**src/rtl/seq_divider_if.sv**
```systemverilog
// Operand/result bundle shared by a requester and the sequential divider.
// Latency: none, plain wires grouped for port hookup.
// Backpressure: none; start is only honoured by the divider while it is idle.
interface seq_divider_if #(
  parameter int WIDTH = 8
);
  logic             start;
  logic [WIDTH-1:0] dividend;
  logic [WIDTH-1:0] divisor;
  logic [WIDTH-1:0] quotient;
  logic [WIDTH-1:0] remainder;
  logic             busy;
  logic             done;
  logic             div_by_zero;

  // Requester side: drives operands and start, observes results.
  modport master (
    output start, dividend, divisor,
    input  quotient, remainder, busy, done, div_by_zero
  );

  // Divider side.
  modport slave (
    input  start, dividend, divisor,
    output quotient, remainder, busy, done, div_by_zero
  );
endinterface

```
**src/rtl/seq_divider.sv**
```systemverilog
// Radix-2 restoring divider, one quotient bit per clock; signed mode via SEQ_DIVIDER_SIGNED_DIV_EN.
// Latency: done pulses in the cycle after edge start+WIDTH; divide-by-zero finishes the cycle after start.
// Backpressure: start is sampled only in IDLE; requests during RUN/DONE are dropped, never queued.
module seq_divider #(
  parameter int WIDTH = 8
) (
  input  logic         clk,
  input  logic         reset,
  seq_divider_if.slave bus
);

  localparam int CW = $clog2(WIDTH + 1);

  typedef enum logic [1:0] {IDLE, RUN, DONE} state_t;

  state_t state, state_nxt;

  // Partial remainder is one bit wider than the operands so a full-range
  // divisor cannot overflow the shifted value.
  logic [WIDTH:0]   a, a_nxt;
  logic [WIDTH-1:0] q, q_nxt;
  logic [WIDTH-1:0] m, m_nxt;
  logic [CW-1:0]    cnt, cnt_nxt;
  logic [WIDTH-1:0] quo, quo_nxt;
  logic [WIDTH-1:0] rem, rem_nxt;
  logic             dbz, dbz_nxt;

  logic [WIDTH+1:0] shifted;
  logic [WIDTH+1:0] diff;
  logic [WIDTH:0]   a_step;
  logic [WIDTH-1:0] q_step;
  logic [WIDTH-1:0] q_fix;
  logic [WIDTH-1:0] r_fix;
  logic [WIDTH-1:0] dd_load;
  logic [WIDTH-1:0] dv_load;

`ifdef SEQ_DIVIDER_SIGNED_DIV_EN
  // Sign of the final quotient / remainder, captured at load.
  logic qneg, qneg_nxt;
  logic rneg, rneg_nxt;
`endif

  assign bus.quotient    = quo;
  assign bus.remainder   = rem;
  assign bus.div_by_zero = dbz;
  assign bus.busy        = (state == RUN);
  assign bus.done        = (state == DONE);

  // One restoring step: shift, trial subtract, keep or restore, plus final sign fix-up.
  always_comb begin
    shifted = {1'b0, a, q[WIDTH-1]};
    diff    = shifted - {2'b00, m};
    if (diff[WIDTH+1]) begin
      a_step = shifted[WIDTH:0];
      q_step = {q[WIDTH-2:0], 1'b0};
    end else begin
      a_step = diff[WIDTH:0];
      q_step = {q[WIDTH-2:0], 1'b1};
    end
`ifdef SEQ_DIVIDER_SIGNED_DIV_EN
    q_fix   = qneg ? -q_step : q_step;
    r_fix   = rneg ? -a_step[WIDTH-1:0] : a_step[WIDTH-1:0];
    // Magnitudes; the most-negative value maps to 2^(WIDTH-1), which fits unsigned.
    dd_load = bus.dividend[WIDTH-1] ? -bus.dividend : bus.dividend;
    dv_load = bus.divisor[WIDTH-1]  ? -bus.divisor  : bus.divisor;
`else
    q_fix   = q_step;
    r_fix   = a_step[WIDTH-1:0];
    dd_load = bus.dividend;
    dv_load = bus.divisor;
`endif
  end

  // Next-state and datapath update for IDLE -> RUN -> DONE -> IDLE.
  always_comb begin
    state_nxt = state;
    a_nxt     = a;
    q_nxt     = q;
    m_nxt     = m;
    cnt_nxt   = cnt;
    quo_nxt   = quo;
    rem_nxt   = rem;
    dbz_nxt   = dbz;
`ifdef SEQ_DIVIDER_SIGNED_DIV_EN
    qneg_nxt  = qneg;
    rneg_nxt  = rneg;
`endif
    case (state)
      IDLE: begin
        if (bus.start) begin
          if (bus.divisor == '0) begin
            state_nxt = DONE;
            quo_nxt   = '1;
            rem_nxt   = bus.dividend;
            dbz_nxt   = 1'b1;
          end else begin
            state_nxt = RUN;
            a_nxt     = '0;
            q_nxt     = dd_load;
            m_nxt     = dv_load;
            cnt_nxt   = CW'(WIDTH);
            dbz_nxt   = 1'b0;
`ifdef SEQ_DIVIDER_SIGNED_DIV_EN
            qneg_nxt  = bus.dividend[WIDTH-1] ^ bus.divisor[WIDTH-1];
            rneg_nxt  = bus.dividend[WIDTH-1];
`endif
          end
        end
      end
      RUN: begin
        a_nxt   = a_step;
        q_nxt   = q_step;
        cnt_nxt = cnt - 1'b1;
        if (cnt == CW'(1)) begin
          state_nxt = DONE;
          quo_nxt   = q_fix;
          rem_nxt   = r_fix;
        end
      end
      DONE:    state_nxt = IDLE;
      default: state_nxt = IDLE;
    endcase
  end

  // State register.
  always_ff @(posedge clk or negedge reset) begin
    if (!reset) state <= IDLE;
    else        state <= state_nxt;
  end

  // Datapath and result registers; reset clears everything, aborting any division.
  always_ff @(posedge clk or negedge reset) begin
    if (!reset) begin
      a    <= '0;
      q    <= '0;
      m    <= '0;
      cnt  <= '0;
      quo  <= '0;
      rem  <= '0;
      dbz  <= 1'b0;
`ifdef SEQ_DIVIDER_SIGNED_DIV_EN
      qneg <= 1'b0;
      rneg <= 1'b0;
`endif
    end else begin
      a    <= a_nxt;
      q    <= q_nxt;
      m    <= m_nxt;
      cnt  <= cnt_nxt;
      quo  <= quo_nxt;
      rem  <= rem_nxt;
      dbz  <= dbz_nxt;
`ifdef SEQ_DIVIDER_SIGNED_DIV_EN
      qneg <= qneg_nxt;
      rneg <= rneg_nxt;
`endif
    end
  end

endmodule

```
**src/flat_wrapper.sv**
```systemverilog
// flat-port wrapper written by rule: the top's interface ports become plain ports
module seq_divider_flat 
#(
  parameter int WIDTH = 8
)
  (clk, reset, bus_start, bus_dividend, bus_divisor, bus_quotient, bus_remainder, bus_busy, bus_done, bus_div_by_zero);
  seq_divider_if #(.WIDTH(WIDTH)) bus_i ();
  input  logic clk;
  input  logic reset;
  input wire logic [$bits(bus_i.start)-1:0] bus_start;
  input wire logic [$bits(bus_i.dividend)-1:0] bus_dividend;
  input wire logic [$bits(bus_i.divisor)-1:0] bus_divisor;
  output wire logic [$bits(bus_i.quotient)-1:0] bus_quotient;
  output wire logic [$bits(bus_i.remainder)-1:0] bus_remainder;
  output wire logic [$bits(bus_i.busy)-1:0] bus_busy;
  output wire logic [$bits(bus_i.done)-1:0] bus_done;
  output wire logic [$bits(bus_i.div_by_zero)-1:0] bus_div_by_zero;
  assign bus_i.start = bus_start;
  assign bus_i.dividend = bus_dividend;
  assign bus_i.divisor = bus_divisor;
  assign bus_quotient = bus_i.quotient;
  assign bus_remainder = bus_i.remainder;
  assign bus_busy = bus_i.busy;
  assign bus_done = bus_i.done;
  assign bus_div_by_zero = bus_i.div_by_zero;
  seq_divider #(.WIDTH(WIDTH)) u_core (.clk(clk), .reset(reset), .bus(bus_i));
endmodule
```
**config.mk**
```make
export PLATFORM = sky130hd
export DESIGN_NAME = seq_divider_flat
export DESIGN_NICKNAME = d
export VERILOG_FILES = /design/src/rtl/seq_divider_if.sv /design/src/rtl/seq_divider.sv /design/src/flat_wrapper.sv
export SDC_FILE = /design/constraint.sdc
export NUM_CORES = 1
export LEC_CHECK = 0
export CORE_ASPECT_RATIO = 0.75
export CORE_MARGIN = 2
export CORE_UTILIZATION = 54
export DETAILED_ROUTE_END_ITERATION = 6
export PLACE_DENSITY = 0.8
export SYNTH_ARGS = -nofsm -noshare
export SYNTH_HDL_FRONTEND = slang
export SYNTH_SLANG_ARGS = --single-unit
```
**constraint.sdc**
```tcl
create_clock -name clk -period 2.5 [get_ports clk]
set_input_delay 0.5 -clock clk [delete_from_list [all_inputs] [get_ports clk]]
set_output_delay 0.5 -clock clk [all_outputs]
set_load 0.02 [all_outputs]
```
==> results.yml <==
layout:
  final_cell_mix: "nand2_1, dfrtp_1, clkdlybuf4s50_1"
  fin_util_pct: 70.5
  layout-drive-gt1-share_pct: 12.4
  layout.nets: 343
  diodes: 0
  postLayoutCellArea_um2: 3130
  area_delta_synth_final_pct: 25.5
  layout_commonest_cell: "nand2_1"
power_and_ir_drop:
  power_w: 0.00505
  irDropWorstVdd_v: 0.000824
  pwr_density_cell_nw_per_um2: 1610
  leakage_nw: 1.40
status:
  status: "finished, final reports clean"
detailed_routing:
  drcViolationCount: 0
  drt_iter0_markers: 105
  wl_per_cell_um: 15.6
  ant_nets: 0
  avgViaCountPerCell: 5.59
  drtPass1Iterations: 4
  num_vias: 2073
  routed_wl_um: 5790
sta:
  tightest_slew_ns: 0.648
  final_max_slew_viol_count: 0
  min_period_over_period_pct: 95.3
  skew_ns: 0.00792
  fin_tns_setup_ns: 0
  max_slew_margin_pct: 56.8
  finalHoldViolCount: 0
  fin_crit_ns: 2.38
  setup_viol: 0
  holdWs_ns: 0.215
  max_freq_mhz: 420
critical_path:
  rr_endpoint: "u_core.bus.remainder[6]"
  slowest_delay_ns: 0.41
  crit_type: "register to register"
  crit_path_end: "u_core.bus.remainder[6]"
  worst-path-max-fanout: 2
  r2r_slack_ns: 0.12
  required_ns: 2.71
  path_delay_family: "compound AO/OA/AOI/OAI gates"
  path_common_cell: "inv_1"
  worstPathCellList: "inv_1, ha_1, inv_1, fa_1, a211oi_1, o21bai_1, a21oi_1, xnor2_1, nand3_1, a41oi_1"
  crit_buf_inv: 2
  rr_startpoint: "u_core.q[7]"
  critPathLaunchType: "register"
  path_depth: 10
  ff2ff_path_depth: 10
  worstSetupEndpointType: "register"
  setup.worst_path.start: "u_core.q[7]"
  worst_path_max_delay_cell: "fa_1"
  arrival_ns: 2.59
die:
  die_h_um: 62.9
  start_util_pct: 56.2
  rows: 21
  core_um2: 4440
  io_pins: 38
  die_area_um2: 5180
  die_w_um: 82.5
place:
  post_dp_cell_area_um2: 2970
  io_buffers: 37
  gp_congestion: 0.905
  dpl.hpwl_um: 4150
synthesis:
  ys_async_sr_fraction_pct: 100
  synth_mux_area_share_pct: 3.56
  synth_edf_count: 0
  synth_seq_cells: 48
  synth_area_per_cell_um2: 9.37
  ys_types: 48
  synth-adder-area-share_pct: 5.82
  syn-num-nets: 296
  synth_top_family_by_area: "compound AO/OA/AOI/OAI gates"
  synth_compound_area_share_pct: 19.0
  syn_inst: 266
  ys_seq_area_share_pct: 48.2
  yosys.area.top_type_share_pct: 48.2
  synth.area.top_cells: "dfrtp_1, nand2_1, ha_1"
  synth_flop_cell: "dfrtp_1"
  yosysTopAreaCell: "dfrtp_1"
  syn_area_um2: 2490
  ys.warnings.count: 0
  synth_xor_xnor_area_share_pct: 2.11
  synth_simple_gate_area_share_pct: 17.2
grt:
  grt_pass1_wl_um: 10100
  grt-busiest-layer: "met2"
  grt_overflow: 0
  grtUsageMet1_pct: 34.4
  grt_usage_pct: 25.2
  antenna_found_initial: 0
  grt_use_met2_pct: 41.4
  grt_max_degree: 34
  grt_use_met3_pct: 4.48
  grt_pass1_vias: 2155
clocking:
  cts_tree: "built"
  cts_buffers: 5
  clk_latency_ns: 0.30
  clk_pin_slew_ns: 0.09
  cts.sinks: 48
  clockBufferDepth: 2
  htreeDepth: 2
  cts_root_buf: "clkbuf_8"
hold_path:
  hold_class: "input port to asynchronous set/reset pin"
job:
  drv_cap: 0
-- cell usage after synthesis (4+ instances only) --
master     n
nand2_1   50
nor4_1     4
o21ai_0   15
inv_1     12
clkbuf_1   4
dfrtp_1   48
buf_2      5
a31oi_1   10
mux2i_1    4
ha_1      10
o21ai_1    7
a21oi_1   12
nor2_1    33
-- metrics by stage --
step,instances,setup slack [ns]
final,371,0.118
after floorplan,266,0.350
after CTS,368,0.0541
after global routing,371,-0.00388
after detailed placement,360,0.0776
after global placement,360,0.184
-- per-layer routing --
metal / wire [um] / part of all wire (%)
met1: 2660 / 46
met2: 2870 / 50
met3: 183 / 3.2
met4: 73 / 1.3
met5: 0 / 0
-- final cells by class --
type,count,area (um^2)
multi-input combinational,195,1200
clock inverter,2,38.8
timing repair buffer,51,487
clock buffer,6,82.6
tap,57,71.3
inverter,12,45.0
fill,338,1310
sequential,48,1200
-- registers in the layout, summed over array words and instances, names as in the netlist --
signal and flops:
u_core.bus.div_by_zero 1, u_core.state 2, u_core.a 9, u_core.q 8, u_core.m 8, u_core.bus.quotient 8
u_core.bus.remainder 8, u_core.cnt 4
-- worst reg2reg max path, stage by stage (launching register included) --
cell and delay, ns:
dfrtp_1 0.39, inv_1 0.09, ha_1 0.19, inv_1 0.07
fa_1 0.41, a211oi_1 0.35, o21bai_1 0.16, a21oi_1 0.20
xnor2_1 0.14, nand3_1 0.11, a41oi_1 0.19
-- where the power goes --
part | internal, W | switching [W] | total (W)
Combinational | 0.00140 | 0.00165 | 0.00305
Sequential | 0.00115 | 0.000256 | 0.00140
Clock | 0.000327 | 0.000265 | 0.000592
-- logic make-up (layout without fill, tap and decap cells) --
logic type	count (synthesis)	in the layout
adders and majority gates	11	11
and+or+nand+nor	100	100
AOI/OAI and AO/OA	70	70
xor gates and xnor gates	6	6
DFF	48	48
buffers and inverters	23	71
muxes	8	8
-- worst min-delay path by stage --
stage / from / endpoint / slack (ns) / cells past startpoint
2_1_floorplan: reset / u_core.a[0] / 0.20 / 0
3_3_place_gp: u_core.a[1] / u_core.a[1] / 0.49 / 1
3_5_place_dp: u_core.bus.div_by_zero / u_core.bus.div_by_zero / 0.49 / 2
4_1_cts: reset / u_core.q[5] / 0.24 / 1
5_1_grt: reset / u_core.q[4] / 0.25 / 1
6_report: reset / u_core.q[4] / 0.22 / 1
-- repair_timing --
action / CTS / global route
setup buffers: 0 / 3
resized for setup: 0 / 3
hold buffers: 0 / 0
setup endpoints to repair: 0 / 3
No activity file was read; power rests on OpenSTA's default activity.
